### src/rtl/control_sequencer.sv
// control_sequencer
// Hardwired control unit for the Mini SRC CPU. A state register walks the
// fetch / decode / execute sequence. Every datapath control output is decoded
// combinationally from the state, the instruction word in IR and, inside the
// two memory wait states, mem_done.
//
// Ports
//   clock          system clock, rising-edge active
//   clear          asynchronous active-low reset
//   run            permits a new fetch; sampled in IDLE and at instruction end
//   ir[31:0]       IR contents: op=ir[31:27], Ra=ir[26:23], Rb=ir[22:19], Rc=ir[18:15]
//   mem_done       memory completes the current read/write this cycle
//   e_*            datapath register enables
//   incPC          PC increment
//   MDR_read       1 = MDR loads from memory, 0 = from the bus
//   GP_addr[3:0]   register-file write index
//   ALU_op[3:0]    ALU operation select
//   BusDataSelect  bus source: 0-15 R0-R15, 16 HI, 17 LO, 18 Zhigh, 19 Zlow, 20 PC, 21 MDR
//   mem_read/write memory request strobes
//   halted         high while in HALT
//   illegal        one-cycle pulse when an unassigned opcode is decoded
module control_sequencer (
  input  logic        clock,
  input  logic        clear,
  input  logic        run,
  input  logic [31:0] ir,
  input  logic        mem_done,
  output logic        e_PC,
  output logic        e_IR,
  output logic        e_Y,
  output logic        e_Z,
  output logic        e_HI,
  output logic        e_LO,
  output logic        e_MDR,
  output logic        e_MAR,
  output logic        e_GP,
  output logic        incPC,
  output logic        MDR_read,
  output logic [3:0]  GP_addr,
  output logic [3:0]  ALU_op,
  output logic [4:0]  BusDataSelect,
  output logic        mem_read,
  output logic        mem_write,
  output logic        halted,
  output logic        illegal
);

  localparam logic [4:0] OP_LD   = 5'b00000;
  localparam logic [4:0] OP_ST   = 5'b00010;
  localparam logic [4:0] OP_ADD  = 5'b00011;
  localparam logic [4:0] OP_SUB  = 5'b00100;
  localparam logic [4:0] OP_AND  = 5'b00101;
  localparam logic [4:0] OP_OR   = 5'b00110;
  localparam logic [4:0] OP_SHR  = 5'b00111;
  localparam logic [4:0] OP_SHL  = 5'b01001;
  localparam logic [4:0] OP_ROR  = 5'b01010;
  localparam logic [4:0] OP_ROL  = 5'b01011;
  localparam logic [4:0] OP_MUL  = 5'b01111;
  localparam logic [4:0] OP_DIV  = 5'b10000;
  localparam logic [4:0] OP_NEG  = 5'b10001;
  localparam logic [4:0] OP_NOT  = 5'b10010;
  localparam logic [4:0] OP_NOP  = 5'b11000;
  localparam logic [4:0] OP_HALT = 5'b11011;

  localparam logic [4:0] BUS_HI    = 5'd16;
  localparam logic [4:0] BUS_ZHIGH = 5'd18;
  localparam logic [4:0] BUS_ZLOW  = 5'd19;
  localparam logic [4:0] BUS_PC    = 5'd20;
  localparam logic [4:0] BUS_MDR   = 5'd21;

  typedef enum logic [3:0] {
    IDLE, F0, F1, F2, T3, T4, T5, T6, HALT
  } state_t;

  state_t state;
  state_t end_state;

  logic [4:0] op;
  logic [3:0] ra;
  logic [3:0] rb;
  logic [3:0] rc;
  logic       unused_ir;

  assign op = ir[31:27];
  assign ra = ir[26:23];
  assign rb = ir[22:19];
  assign rc = ir[18:15];
  // The low IR bits carry immediates the sequencer never looks at.
  assign unused_ir = ^ir[14:0];

  // Instruction class decode
  logic       is_alu2;
  logic       is_unary;
  logic       is_muldiv;
  logic       is_ld;
  logic       is_st;
  logic       is_nop;
  logic       is_halt;
  logic       is_legal;
  logic [3:0] alu_code;

  always_comb begin
    is_alu2   = 1'b0;
    is_unary  = 1'b0;
    is_muldiv = 1'b0;
    is_ld     = 1'b0;
    is_st     = 1'b0;
    is_nop    = 1'b0;
    is_halt   = 1'b0;
    alu_code  = 4'd0;
    case (op)
      OP_ADD:  begin is_alu2   = 1'b1; alu_code = 4'd0;  end
      OP_SUB:  begin is_alu2   = 1'b1; alu_code = 4'd1;  end
      OP_AND:  begin is_alu2   = 1'b1; alu_code = 4'd2;  end
      OP_OR:   begin is_alu2   = 1'b1; alu_code = 4'd3;  end
      OP_SHR:  begin is_alu2   = 1'b1; alu_code = 4'd4;  end
      OP_SHL:  begin is_alu2   = 1'b1; alu_code = 4'd5;  end
      OP_ROR:  begin is_alu2   = 1'b1; alu_code = 4'd6;  end
      OP_ROL:  begin is_alu2   = 1'b1; alu_code = 4'd7;  end
      OP_MUL:  begin is_muldiv = 1'b1; alu_code = 4'd8;  end
      OP_DIV:  begin is_muldiv = 1'b1; alu_code = 4'd9;  end
      OP_NEG:  begin is_unary  = 1'b1; alu_code = 4'd10; end
      OP_NOT:  begin is_unary  = 1'b1; alu_code = 4'd11; end
      OP_LD:   is_ld   = 1'b1;
      OP_ST:   is_st   = 1'b1;
      OP_NOP:  is_nop  = 1'b1;
      OP_HALT: is_halt = 1'b1;
      default: ;
    endcase
  end

  assign is_legal = is_alu2 | is_unary | is_muldiv | is_ld | is_st | is_nop | is_halt;

  // Where every instruction goes after its last execute cycle.
  assign end_state = is_halt ? HALT : (run ? F0 : IDLE);

  always_ff @(posedge clock or negedge clear) begin
    if (!clear) begin
      state <= IDLE;
    end else begin
      case (state)
        IDLE: if (run) state <= F0;
        F0:   state <= F1;
        F1:   if (mem_done) state <= F2;
        F2:   state <= T3;
        T3: begin
          if (is_alu2 | is_unary | is_muldiv | is_ld | is_st) state <= T4;
          else                                                 state <= end_state;
        end
        T4: begin
          if (is_unary)   state <= end_state;
          else if (is_ld) begin
            if (mem_done) state <= T5;
          end else        state <= T5;
        end
        T5: begin
          if (is_muldiv)  state <= T6;
          else if (is_st) begin
            if (mem_done) state <= end_state;
          end else        state <= end_state;
        end
        T6:   state <= end_state;
        HALT: state <= HALT;
        default: state <= IDLE;
      endcase
    end
  end

  always_comb begin
    e_PC          = 1'b0;
    e_IR          = 1'b0;
    e_Y           = 1'b0;
    e_Z           = 1'b0;
    e_HI          = 1'b0;
    e_LO          = 1'b0;
    e_MDR         = 1'b0;
    e_MAR         = 1'b0;
    e_GP          = 1'b0;
    incPC         = 1'b0;
    MDR_read      = 1'b0;
    GP_addr       = 4'd0;
    ALU_op        = 4'd0;
    BusDataSelect = 5'd0;
    mem_read      = 1'b0;
    mem_write     = 1'b0;
    halted        = 1'b0;
    illegal       = 1'b0;
    case (state)
      F0: begin
        BusDataSelect = BUS_PC;
        e_MAR         = 1'b1;
        incPC         = 1'b1;
      end
      F1: begin
        // Request stays up through the completing cycle; data latches then.
        mem_read = 1'b1;
        MDR_read = mem_done;
        e_MDR    = mem_done;
      end
      F2: begin
        BusDataSelect = BUS_MDR;
        e_IR          = 1'b1;
      end
      T3: begin
        if (is_alu2) begin
          BusDataSelect = {1'b0, rb};
          e_Y           = 1'b1;
        end else if (is_unary) begin
          BusDataSelect = {1'b0, rb};
          ALU_op        = alu_code;
          e_Z           = 1'b1;
        end else if (is_muldiv) begin
          BusDataSelect = {1'b0, ra};
          e_Y           = 1'b1;
        end else if (is_ld | is_st) begin
          BusDataSelect = {1'b0, rb};
          e_MAR         = 1'b1;
        end else if (!is_legal) begin
          // T3 is visited once per instruction, so this is a single-cycle pulse.
          illegal = 1'b1;
        end
      end
      T4: begin
        if (is_alu2) begin
          BusDataSelect = {1'b0, rc};
          ALU_op        = alu_code;
          e_Z           = 1'b1;
        end else if (is_unary) begin
          BusDataSelect = BUS_ZLOW;
          e_GP          = 1'b1;
          GP_addr       = ra;
        end else if (is_muldiv) begin
          BusDataSelect = {1'b0, rb};
          ALU_op        = alu_code;
          e_Z           = 1'b1;
        end else if (is_ld) begin
          mem_read = 1'b1;
          MDR_read = mem_done;
          e_MDR    = mem_done;
        end else if (is_st) begin
          BusDataSelect = {1'b0, ra};
          e_MDR         = 1'b1;
        end
      end
      T5: begin
        if (is_alu2) begin
          BusDataSelect = BUS_ZLOW;
          e_GP          = 1'b1;
          GP_addr       = ra;
        end else if (is_muldiv) begin
          BusDataSelect = BUS_ZLOW;
          e_LO          = 1'b1;
        end else if (is_ld) begin
          BusDataSelect = BUS_MDR;
          e_GP          = 1'b1;
          GP_addr       = ra;
        end else if (is_st) begin
          mem_write = 1'b1;
        end
      end
      T6: begin
        BusDataSelect = BUS_ZHIGH;
        e_HI          = 1'b1;
      end
      HALT: halted = 1'b1;
      default: ;
    endcase
  end

  // HI is a legal bus source for the datapath but is never selected by this sequence.
  logic [4:0] unused_bus_hi;
  assign unused_bus_hi = BUS_HI;

endmodule
### config.mk
export PLATFORM = sky130hd
export DESIGN_NAME = control_sequencer
export DESIGN_NICKNAME = d
export VERILOG_FILES = /design/src/rtl/control_sequencer.sv
export SDC_FILE = /design/constraint.sdc
export NUM_CORES = 1
export LEC_CHECK = 0
export BUFFER_PORTS_ARGS = -buffer_cell sky130_fd_sc_hd__buf_2
export CAP_MARGIN = 5
export CORE_ASPECT_RATIO = 1.75
export CORE_MARGIN = 3
export CORE_UTILIZATION = 40
export CTS_BUF_LIST = sky130_fd_sc_hd__clkbuf_16
export DETAILED_ROUTE_END_ITERATION = 12
export PLACE_DENSITY = 0.78
export SYNTH_ARGS = -nofsm -noshare
export SYNTH_HDL_FRONTEND = slang
export SYNTH_SLANG_ARGS = --single-unit
### constraint.sdc
create_clock -name clock -period 4.4 [get_ports clock]
set_input_delay 0.66 -clock clock [delete_from_list [all_inputs] [get_ports clock]]
set_output_delay 0.66 -clock clock [all_outputs]
set_load 0.005 [all_outputs]
==> results.sh <==
export IMPL_rows=25
export IMPL_cap_violations=0
export IMPL_num_nets_final=235
export IMPL_syn_num_nets=198
export IMPL_synth_edf_count=0
export IMPL_vias=1422
export IMPL_gp_congestion=0.9726
export IMPL_viasPerCell=6.348
export IMPL_drv_slew=0
export IMPL_finalClockSkew_ns=0.002393
export IMPL_wl_per_cell_um=15.01
export IMPL_h_tree_depth=1
export IMPL_hold_violations=0
export IMPL_syn_area_per_cell_um2=7.245
export IMPL_synth_warnings=0
export IMPL_cts_tree="done"
export IMPL_endpoint_kind="primary output"
export IMPL_final_antenna_net_count=0
export IMPL_track_usage=0.1869
export IMPL_ys_types=58
export IMPL_grt_max_degree=18
export IMPL_insertion_delay_ns=0.22
export IMPL_setup_tns_ns=0
export IMPL_relSlewSlack=0.5817
export IMPL_rsz0062_at_grt="false"
export IMPL_synthArstFlopShare=1.000
export IMPL_utilization=0.4968
export IMPL_fmax_ghz=0.3167
export IMPL_synth_seq_cells=4
export IMPL_p_leak_nw=0.6777
export IMPL_yosysSeqAreaShare=0.08529
export IMPL_grt_pass1_wl_um=5388
export IMPL_cp_start_kind="input pin"
export IMPL_firstDrtPassIters=5
export IMPL_synth_ff_type="dfrtp_1"
export IMPL_seqCellArea_um2=100.1
export IMPL_drive_above_1_share=0.3299
export IMPL_worstPathArrival_ns=2.50
export IMPL_path_clk_slew_ns=0.03
export IMPL_wirelength_um=3363
export IMPL_grt_pass1_vias=1313
export IMPL_multi_input_area_um2=882.1
export IMPL_p_total_w=0.0005192
export IMPL_pin_count=64
export IMPL_area_delta_synth_final_pct=16.52
export IMPL_gr_total_overflow=0
export IMPL_cts_root_buf="clkbuf_16"
export IMPL_first_iter_violations=81
export IMPL_period_needed_ns=3.157
export IMPL_syn_inst=162
export IMPL_top_register="state"
export IMPL_drc=0
export IMPL_hold_buffers=0
export IMPL_setup_violations=0
export IMPL_fin_crit_sh=0.7176
export IMPL_worstPathRequired_ns=3.74
export IMPL_clockBufferDepth=2
export IMPL_initial_core_util=0.4264
export IMPL_portBuffers=47
export IMPL_path_max_fanout=16
export IMPL_die_area_um2=3646
export IMPL_post_cts_buffers=0
export IMPL_chipHeight_um=77.66
export IMPL_nFillCells=284
export IMPL_cts_resized_gates=0
export IMPL_antenna_found_initial=0
export IMPL_cts_buffers=3
export IMPL_vdd_ir_drop_max_v=0.0002154
export IMPL_top_regs="state (4)"
export IMPL_fp_dieW_um=46.95
export IMPL_syn_area_um2=1174
export IMPL_cts_sinks=4
export IMPL_power_per_cell_area_nw_per_um2=379.7
export IMPL_antenna_cells=0
export IMPL_outcome="completed"
export IMPL_tightest_slew_ns=0.6227
export IMPL_largest_reg_flops=4
export IMPL_core_area_um2=2753
export IMPL_dp_hpwl_um=2643
export IMPL_hp_class="in -> async"
export IMPL_path_class="in -> out"
==> worst paths after layout <==
path,endpoint,depth (start not counted),from,slack (ns)
max,BusDataSelect[1],8,ir[31],1.24
max in group asynchronous,state[1],1,clear,4.05
min reg2reg,state[1],1,state[3],0.66
min in group clock,state[1],1,state[3],0.66
min,state[2],1,clear,0.24
max reg2reg,state[2],5,state[1],2.19
==> Yosys cell counts, types with 3 or more instances <==
cell type,count,area share
nor3_1,8,0.034
inv_1,9,0.029
o21a_1,4,0.026
or4_1,3,0.019
nand3_1,3,0.013
nand2_1,12,0.038
o21ai_0,3,0.013
and3_1,5,0.027
nand2b_1,4,0.021
a22oi_1,6,0.038
dfrtp_1,4,0.085
mux2i_1,3,0.026
a41oi_1,3,0.022
a21oi_1,10,0.043
nor2_1,16,0.051
and2_1,7,0.037
clkbuf_8,3,0.035
buf_6,5,0.048
==> critical path, cell delays in order <==
cell and delay, ns:
buf_2 0.27, or3b_4 0.43, o22ai_2 0.15, buf_4 0.21
nor2_1 0.11, a2111oi_2 0.39, a311o_1 0.16, buf_2 0.11
==> logic make-up after synthesis <==
| logic type | share of synthesized area |
|---|---|
| simple gates | 0.3294 |
| compound gates | 0.3710 |
| buf+inv | 0.1631 |
| flops | 0.08529 |
| xor+xnor | 0.02239 |
| mux | 0.02559 |
| other cells | 0.003195 |
==> per-layer routing <==
metal | share of wire | track usage | routed length [µm]
met5 | 0 | 0 | 0
met4 | 0.012 | 0.07202 | 39
met3 | 0.078 | 0.03248 | 262
met2 | 0.54 | 0.3134 | 1807
met1 | 0.37 | 0.2227 | 1253
==> placed cells by master (no fill, tap or decap), types with 3 or more instances in the layout <==
cell type  count
nor2_1        16
a41oi_1        3
buf_2         47
and2_1         7
mux2i_1        3
nand2_1       12
a22oi_1        6
nor3_1         8
and3_1         5
nand3_1        3
clkbuf_16      3
o21ai_0        3
nand2b_1       4
inv_1          9
dfrtp_1        4
or4_1          3
a21oi_1       10
o21a_1         4
==> area by class of cell <==
cell class,instances,share of cell area
repair buffers,48,0.1775
flip-flops and latches,4,0.07319
multi-input cells,133,0.6450
inverters,9,0.02470
clock buffers,3,0.05489
well taps,27,0.02470
==> through the flow <==
stage                     hold slack [ns]  std cells  area (µm²)  setup slack [ns]
after global routing               0.2415        224        1368             1.121
after detailed placement           0.4677        221        1292             1.246
after CTS                          0.2402        224        1368             1.239
final                              0.2368        224        1368             1.243
after global placement             0.4637        221        1292             1.249
after floorplan                    0.3644        162        1174             1.696
==> power breakdown <==
part           internal [W]  switching (W)  leakage, nW
clock network      0.000116      0.0000217       0.0370
logic              0.000132       0.000162        0.589
registers         0.0000490      0.0000395       0.0519
No activity file was read; power rests on OpenSTA's default activity.
